[config.mk]
export PLATFORM = sky130hd
export DESIGN_NAME = approx_mult_trunc_pipe_flat
export DESIGN_NICKNAME = d
export VERILOG_FILES = /design/src/rtl/approx_mult_trunc_pipe_if.sv /design/src/rtl/approx_mult_trunc_pipe.sv /design/src/flat_wrapper.sv
export SDC_FILE = /design/constraint.sdc
export NUM_CORES = 1
export LEC_CHECK = 0
export CORE_MARGIN = 2
export CORE_UTILIZATION = 45
export DETAILED_ROUTE_END_ITERATION = 16
export SLEW_MARGIN = 20
export SYNTH_ARGS = -nofsm -noshare
export SYNTH_HDL_FRONTEND = slang
export SYNTH_SLANG_ARGS = --single-unit
[constraint.sdc]
create_clock -name clk -period 13.9 [get_ports clk]
set_clock_uncertainty 0.05 [all_clocks]
set_input_delay 2.78 -clock clk [delete_from_list [all_inputs] [get_ports clk]]
set_output_delay 2.78 -clock clk [all_outputs]
set_load 0.02 [all_outputs]
[src/rtl/approx_mult_trunc_pipe_if.sv]
// approx_mult_trunc_pipe_if: operand/result valid-ready bus of the approximate multiplier
interface approx_mult_trunc_pipe_if #(
    parameter int WIDTH = 8
) ();
    logic                 in_valid;
    logic                 in_ready;
    logic [WIDTH-1:0]     x;
    logic [WIDTH-1:0]     y;
    logic                 mode;
    logic                 out_valid;
    logic                 out_ready;
    logic [2*WIDTH-1:0]   z;
    logic                 z_mode;
    modport master (
        output in_valid, x, y, mode, out_ready,
        input  in_ready, out_valid, z, z_mode
    );
    modport slave (
        input  in_valid, x, y, mode, out_ready,
        output in_ready, out_valid, z, z_mode
    );
endinterface

[src/rtl/approx_mult_trunc_pipe.sv]
// approx_mult_trunc_pipe: pipelined unsigned multiplier with column-truncated approximate mode and mismatch counter
module approx_mult_trunc_pipe #(
    parameter int WIDTH  = 8,
    parameter int TRUNC  = 8,
    parameter int STAGES = 2,
    parameter int CNT_W  = 16
) (
    input  logic                    clk,
    input  logic                    rst_n,
    approx_mult_trunc_pipe_if.slave bus,
    input  logic                    cnt_clr_i,
    output logic [CNT_W-1:0]        err_cnt_o
);
    localparam int PW    = 2 * WIDTH;
    localparam int CHUNK = (STAGES == 1) ? WIDTH : (WIDTH + STAGES - 2) / (STAGES - 1);

    typedef struct packed {
        logic [WIDTH-1:0][PW-1:0] rows;
        logic [PW-1:0]            acc;
        logic [PW-1:0]            exact;
        logic                     mode;
    } beat_t;

    beat_t            gen;
    beat_t            src  [1:STAGES];
    beat_t            st_d [1:STAGES];
    beat_t            st_q [1:STAGES];
    logic [STAGES:1]  v_q;
    logic [STAGES:0]  vc;
    logic [STAGES:1]  en;
    logic [PW-1:0]    mask;
    logic [CNT_W-1:0] err_q, err_d;
    logic             in_fire, out_fire, mism;

    assign mask = bus.mode ? ({PW{1'b1}} << TRUNC) : {PW{1'b1}};

    always_comb begin
        gen       = '0;
        gen.mode  = bus.mode;
        gen.exact = PW'(bus.x) * PW'(bus.y);
        for (int j = 0; j < WIDTH; j++)
            gen.rows[j] = bus.y[j] ? (PW'(bus.x) << j) & mask : '0;
    end

    // A stage may load if it, or any stage after it, has a free slot this cycle.
    always_comb begin
        en = '0;
        for (int s = 1; s <= STAGES; s++)
            en[s] = bus.out_ready | (|(~v_q & ({STAGES{1'b1}} << (s - 1))));
    end

    assign in_fire      = bus.in_valid & bus.in_ready;
    assign bus.in_ready = rst_n & en[1];
    assign vc           = {v_q, in_fire};

    // Rows are summed in slices across the stages after generation (all in stage 1 when single-stage).
    always_comb begin
        src[1] = gen;
        for (int s = 2; s <= STAGES; s++)
            src[s] = st_q[s-1];
        for (int s = 1; s <= STAGES; s++) begin
            st_d[s] = src[s];
            for (int j = 0; j < WIDTH; j++)
                if (STAGES == 1 || j / CHUNK + 2 == s)
                    st_d[s].acc = st_d[s].acc + src[s].rows[j];
        end
    end

    assign bus.out_valid = v_q[STAGES];
    assign bus.z         = st_q[STAGES].acc;
    assign bus.z_mode    = st_q[STAGES].mode;
    assign out_fire      = v_q[STAGES] & bus.out_ready;
    assign mism          = st_q[STAGES].mode & (st_q[STAGES].acc != st_q[STAGES].exact);
    assign err_d         = cnt_clr_i ? '0 : (out_fire & mism & ~&err_q) ? err_q + CNT_W'(1) : err_q;
    assign err_cnt_o     = err_q;

    always_ff @(posedge clk) begin
        if (!rst_n) begin
            v_q   <= '0;
            err_q <= '0;
            for (int s = 1; s <= STAGES; s++)
                st_q[s] <= '0;
        end else begin
            err_q <= err_d;
            for (int s = 1; s <= STAGES; s++)
                if (en[s]) begin
                    v_q[s]  <= vc[s-1];
                    st_q[s] <= st_d[s];
                end
        end
    end
endmodule

[src/flat_wrapper.sv]
// flat-port wrapper written by rule: the top's interface ports become plain ports
module approx_mult_trunc_pipe_flat 
#(
    parameter int WIDTH  = 8,
    parameter int TRUNC  = 8,
    parameter int STAGES = 2,
    parameter int CNT_W  = 16
)
  (clk, rst_n, cnt_clr_i, err_cnt_o, bus_in_valid, bus_x, bus_y, bus_mode, bus_out_ready, bus_in_ready, bus_out_valid, bus_z, bus_z_mode);
  approx_mult_trunc_pipe_if #(.WIDTH(WIDTH)) bus_i ();
  input  logic clk;
  input  logic rst_n;
  input  logic cnt_clr_i;
  output logic [CNT_W-1:0] err_cnt_o;
  input wire logic [$bits(bus_i.in_valid)-1:0] bus_in_valid;
  input wire logic [$bits(bus_i.x)-1:0] bus_x;
  input wire logic [$bits(bus_i.y)-1:0] bus_y;
  input wire logic [$bits(bus_i.mode)-1:0] bus_mode;
  input wire logic [$bits(bus_i.out_ready)-1:0] bus_out_ready;
  output wire logic [$bits(bus_i.in_ready)-1:0] bus_in_ready;
  output wire logic [$bits(bus_i.out_valid)-1:0] bus_out_valid;
  output wire logic [$bits(bus_i.z)-1:0] bus_z;
  output wire logic [$bits(bus_i.z_mode)-1:0] bus_z_mode;
  assign bus_i.in_valid = bus_in_valid;
  assign bus_i.x = bus_x;
  assign bus_i.y = bus_y;
  assign bus_i.mode = bus_mode;
  assign bus_i.out_ready = bus_out_ready;
  assign bus_in_ready = bus_i.in_ready;
  assign bus_out_valid = bus_i.out_valid;
  assign bus_z = bus_i.z;
  assign bus_z_mode = bus_i.z_mode;
  approx_mult_trunc_pipe #(.WIDTH(WIDTH), .TRUNC(TRUNC), .STAGES(STAGES), .CNT_W(CNT_W)) u_core (.clk(clk), .rst_n(rst_n), .bus(bus_i), .cnt_clr_i(cnt_clr_i), .err_cnt_o(err_cnt_o));
endmodule
[Word level (Yosys, flattened, before mapping)]
Memory sizes are Yosys's and may differ from the RTL's.
Cells that the tools add are included.
Storage, ports and cells
  output and inout port bits: 35
  bits in writable memories: 322
  memories: 1
  word-level logic and storage cells: 57
  flip-flop bits (word level): 18
Operators by class
  multipliers: 1
  reduce and logical (&&, ||, !) cells: 4
  equality and inequality tests: 1
  mux-type cells: 18
  $add $sub $neg: 9
  bitwise logic cells: 20
Memory list
  u_core.st_q: words 2, bits a word 161, rd ports 2, clocked after memory_dff 0, write ports 2, RTL line approx_mult_trunc_pipe.sv:27  | beat_t st_q [1:STAGES];
Operator list (number)
  $mux W161: 2
  $add A16 B16 Y16: 8
  $mux W16: 8
  $add A16 B1 Y16 const B: 1
  $and A10 B16 Y16: 1
  $and A11 B16 Y16: 1
  $and A12 B16 Y16: 1
  $and A13 B16 Y16: 1
  $and A14 B16 Y16: 1
  $and A15 B16 Y16: 1
  $and A8 B16 Y16: 1
  $and A9 B16 Y16: 1
  $mul A8 B8 Y16: 1
  $ne A16 B16 Y1: 1
  $reduce_and A16 Y1: 1
  $mux W8: 1
  $mux W1: 7
  $and A1 B1 Y1: 6
  $or A1 B1 Y1: 4
  $reduce_or A2 Y1: 2
  $not A2 Y2: 1
  $logic_not A1 Y1: 1
  $not A1 Y1: 1

[Logic depth before layout (Yosys ltp)]
An unclocked memory read counts as a cell.
  depth in word-level cells: 10
  depth in mapped cells: 16
  mapped depth without buffers: 15

[Worst setup path before layout]
Ideal clock, no wire load.
  path kind: input to register
  start point: input bus_y[7]
  end point: memory u_core.st_q[1][16] (netlist name), data pin
  setup time: 0.265 ns
  data arrival time: 6.573 ns
  buffers on the path: 2
  setup slack: 7.011 ns
  data required time: 13.585 ns
  stages on the path: 15
  path through: clkbuf_1 nand2_1 fa_1 fa_1 inv_1 fa_1 inv_1 fa_1 inv_1 ha_1 or3_1 clkbuf_1 o21bai_1 a21oi_1 or3_1
RTL lines
  from (decl): RTL line flat_wrapper.sv:17  | input wire logic [$bits(bus_i.y)-1:0] bus_y;
  to (decl): RTL line approx_mult_trunc_pipe.sv:27

[Worst setup path in the final report]
  start point: input bus_out_ready
  end point: output bus_in_ready
On the way
  cells in the longest elaborated chain, start to end: 2
Ends and longest elaborated chain
  from (decl): RTL line flat_wrapper.sv:19  | input wire logic [$bits(bus_i.out_ready)-1:0] bus_out_ready;
  $or A1 B1 Y1: RTL line approx_mult_trunc_pipe.sv:49  | en[s] = bus.out_ready | (|(~v_q & ({STAGES{1'b1}} << (s - 1))));
  $and A1 B1 Y1: RTL line approx_mult_trunc_pipe.sv:53  | assign bus.in_ready = rst_n & en[1];
  to (decl): RTL line flat_wrapper.sv:20  | output wire logic [$bits(bus_i.in_ready)-1:0] bus_in_ready;
No other way between the ends.

==> flow_metrics.tcl <==
set metrics [dict create \
    outcome "finished clean" \
    cts.hold.buffers_added 0 \
    yosysSeqAreaShare 0.407 \
    power.combinational.fraction 0.286 \
    timing.final.crit_share 0.565 \
    timing_max_transition_violations_final 0 \
    route.vias.total 5998 \
    synth_compound_gate_area_share 0.0612 \
    viasPerCell 5.22 \
    max_slew_margin 0.289 \
    drtAntennaViolNets 0 \
    worst-slew-pin-transition_ns 1.07 \
    drt_pass1_iterations 5 \
    synth_simple_gate_area_frac 0.174 \
    max_cap_violations 0 \
    sw_ratio 0.303 \
    die_x_um 148 \
    timing.final.crit_period_ns 7.86 \
    h-tree-depth 4 \
    clock-root-buffer "clkbuf_16" \
    cts_inserted_buffers 17 \
    post_drt_wl_per_cell_um 16.7 \
    finish.net_count 1031 \
    synth-warning-count 0 \
    timing.final.setup_violations 0 \
    remaining_drc_errors 0 \
    rsz0062_at_grt "false" \
    postSynthRegisterBits 132 \
    arrival_time_of_data_at_the_critical_path_endpoint_ns 5.03 \
    cp-end-kind "output pin" \
    die-height_um 148 \
    detail_route.iter0.violations 319 \
    hpwl_um 14300 \
    groute.usage.overall 0.188 \
    tritoncts_clock_tree "yes" \
    ys_async_sr_fraction 0 \
    ctsResizeCount 0 \
    syn_nets 1002 \
    timing.setup.critical_path_class "in -> out" \
    seqPwrFrac 0.371 \
    synthXorXnorAreaFrac 0.0198 \
    initial_utilization 0.460 \
    synth_cell_types 55 \
    number_of_hold_slack_violations_in_the_final_timing_report 0 \
    final_core_util 0.523 \
    number_of_antenna_violations_at_the_first_check_in_global_routing 1 \
    numClockSinks 132 \
    globalRoute.totalOverflow 0 \
    synth-edff-count 114 \
    die_outline_area_um2 21800 \
    first_global_vias 6276 \
    post_route_cells_drive_above_1_share 0.0523 \
    finalWeightedCongestion 0.850 \
    cts.reportedPaths.clkPinSlew_ns 0.06 \
    antenna-diode-count 0 \
    power.share.clock 0.343 \
    postSynthCellCount 838 \
    num_io_pins 57 \
    dominant_combinational_cell_family_by_area_after_synthesis "adder cells" \
    timing.reg2reg.setup_slack_ns 9.53 \
    worst-endpoint-required_ns 11.07 \
    critical_path_peak_fanout 35 \
    power.net_switching_mw 0.407 \
    power.internal_mw 0.936 \
    coreArea_um2 20200 \
    global_route_wire_length_before_repair_um 32200 \
    peakVddDrop_v 0.0000822 \
    synth-adder-area-share 0.251 \
    placement.io_buffers 56 \
    cts.path.max_buffers 2 \
    netlist_area_before_placement_um2 9300 \
    power.density_nw_per_um2 127 \
    syn_area_per_cell_um2 11.1 \
    worst_skew_pair.late_latency_ns 0.42 \
    tns_ns 0 \
    setup.worst_path.start_class "input pin" \
    fmaxAchievable_mhz 127 \
    min-delay-path-class "reg -> reg" \
    muxShareOfSynthArea 0.00646 \
    dominant_register_cell_in_the_synthesized_netlist "edfxtp_1" \
    layout-area-overhead-vs-synth_pct 13.8 \
    row_count 52 \
    wire_length_reported_by_the_detailed_router_um 19200 \
    grt_start_max_net_pins 82 \
    reported_leakage_power_nw 4.68 \
    post-cts-setup-buffers 0 \
]
==> metrics by stage <==
stage / hold slack [ns] / setup WS (ns) / instance area [um2] / cells / total power, mW
6_report: 0.444 / 6.04 / 10600 / 1150 / 1.34
5_1_grt: 0.482 / 5.93 / 10600 / 1150 / 1.42
4_1_cts: 0.451 / 6.01 / 10600 / 1150 / 1.35
3_5_place_dp: 0.441 / 6.03 / 9980 / 1118 / 0.889
3_3_place_gp: 0.426 / 6.10 / 9980 / 1118 / 0.878
2_1_floorplan: 0.435 / 7.01 / 9300 / 838 / 0.777
==> path summary, 6_finish.rpt <==
| check | start | end | cells past startpoint |
|---|---|---|---|
| worst max register to register | u_core.st_q[1][88] | u_core.st_q[2][32] | 12 |
| worst min-delay path | u_core.err_cnt_o[9] | u_core.err_cnt_o[9] | 2 |
| worst max-delay path | bus_out_ready | bus_in_ready | 6 |
| worst min register to register | u_core.err_cnt_o[9] | u_core.err_cnt_o[9] | 2 |
==> per-layer routing <==
layer  track usage  vias up  wire length, um
li1              -     2878                -
met1         0.264     2974             9030
met2         0.302      126             9210
met3        0.0302       20              759
met4        0.0596        0              250
met5             0        -                0
==> registers in the layout, indices dropped and copies added (netlist names) <==
signal,cells
u_core.v_q,2
u_core.st_q,114
u_core.err_cnt_o,16
==> power by group through the flow <==
stage                     combinational (mW)  sequential (mW)  clock, mW
after floorplan                        0.283            0.494          0
final                                  0.384            0.498      0.461
after detailed placement               0.383            0.506          0
after CTS                              0.387            0.498      0.468
after global placement                 0.373            0.505          0
after global routing                   0.433            0.501      0.485
==> layout by cell type, fill, tap and decap left out, drive strengths merged, types with 6 or more instances in the layout <==
master         instances
ha                    68
clkbuf                20
mux2i                  6
nor2b                  8
nand2                 35
clkdlybuf4s50         56
o21ai                 13
nand3                 14
or3                    9
nand2b                 6
dfxtp                 18
nand4                  8
buf                    6
nor2                  19
inv                  125
a21oi                 21
fa                    74
edfxtp               114
o21a                  13
nor3                  17
and3                  60
and2                  85
xnor2                 18
==> logic make-up after synthesis <==
logic type                 Yosys count
AOI/OAI and AO/OA                   82
xor gates and xnor gates            21
adders and majority gates          142
buffers and inverters              177
DFF                                132
muxes                                6
and+or+nand+nor                    278
==> critical path, cell delays in order <==
cell	delay, ns
clkdlybuf4s50_1	0.46
nor2b_2	0.32
a21bo_2	0.50
inv_1	0.10
buf_4	0.26
clkdlybuf4s50_1	0.58
==> final cells by class <==
class	count	area (um2)
Clock buffer	20	437
Clock inverter	12	161
Fill cell	1785	9660
Inverter	125	469
Multi-Input combinational cell	529	4780
Sequential cell	132	3780
Tap cell	270	338
Timing Repair Buffer	62	606
==> synth_stat cells, drive strengths merged, types with 14 or more instances <==
cell    count  area (um2)
nor2       19        73.8
a21oi      21         105
clkbuf     27         101
edfxtp    114        3420
buf        25         179
and3       60         375
and2       85         533
ha         68         851
nor3       17        90.1
nand3      14        75.1
fa         74        1480
xnor2      18         158
nand2      35         131
inv       125         469
dfxtp      18         360
Note: power is estimated with default switching activity, not from simulation.
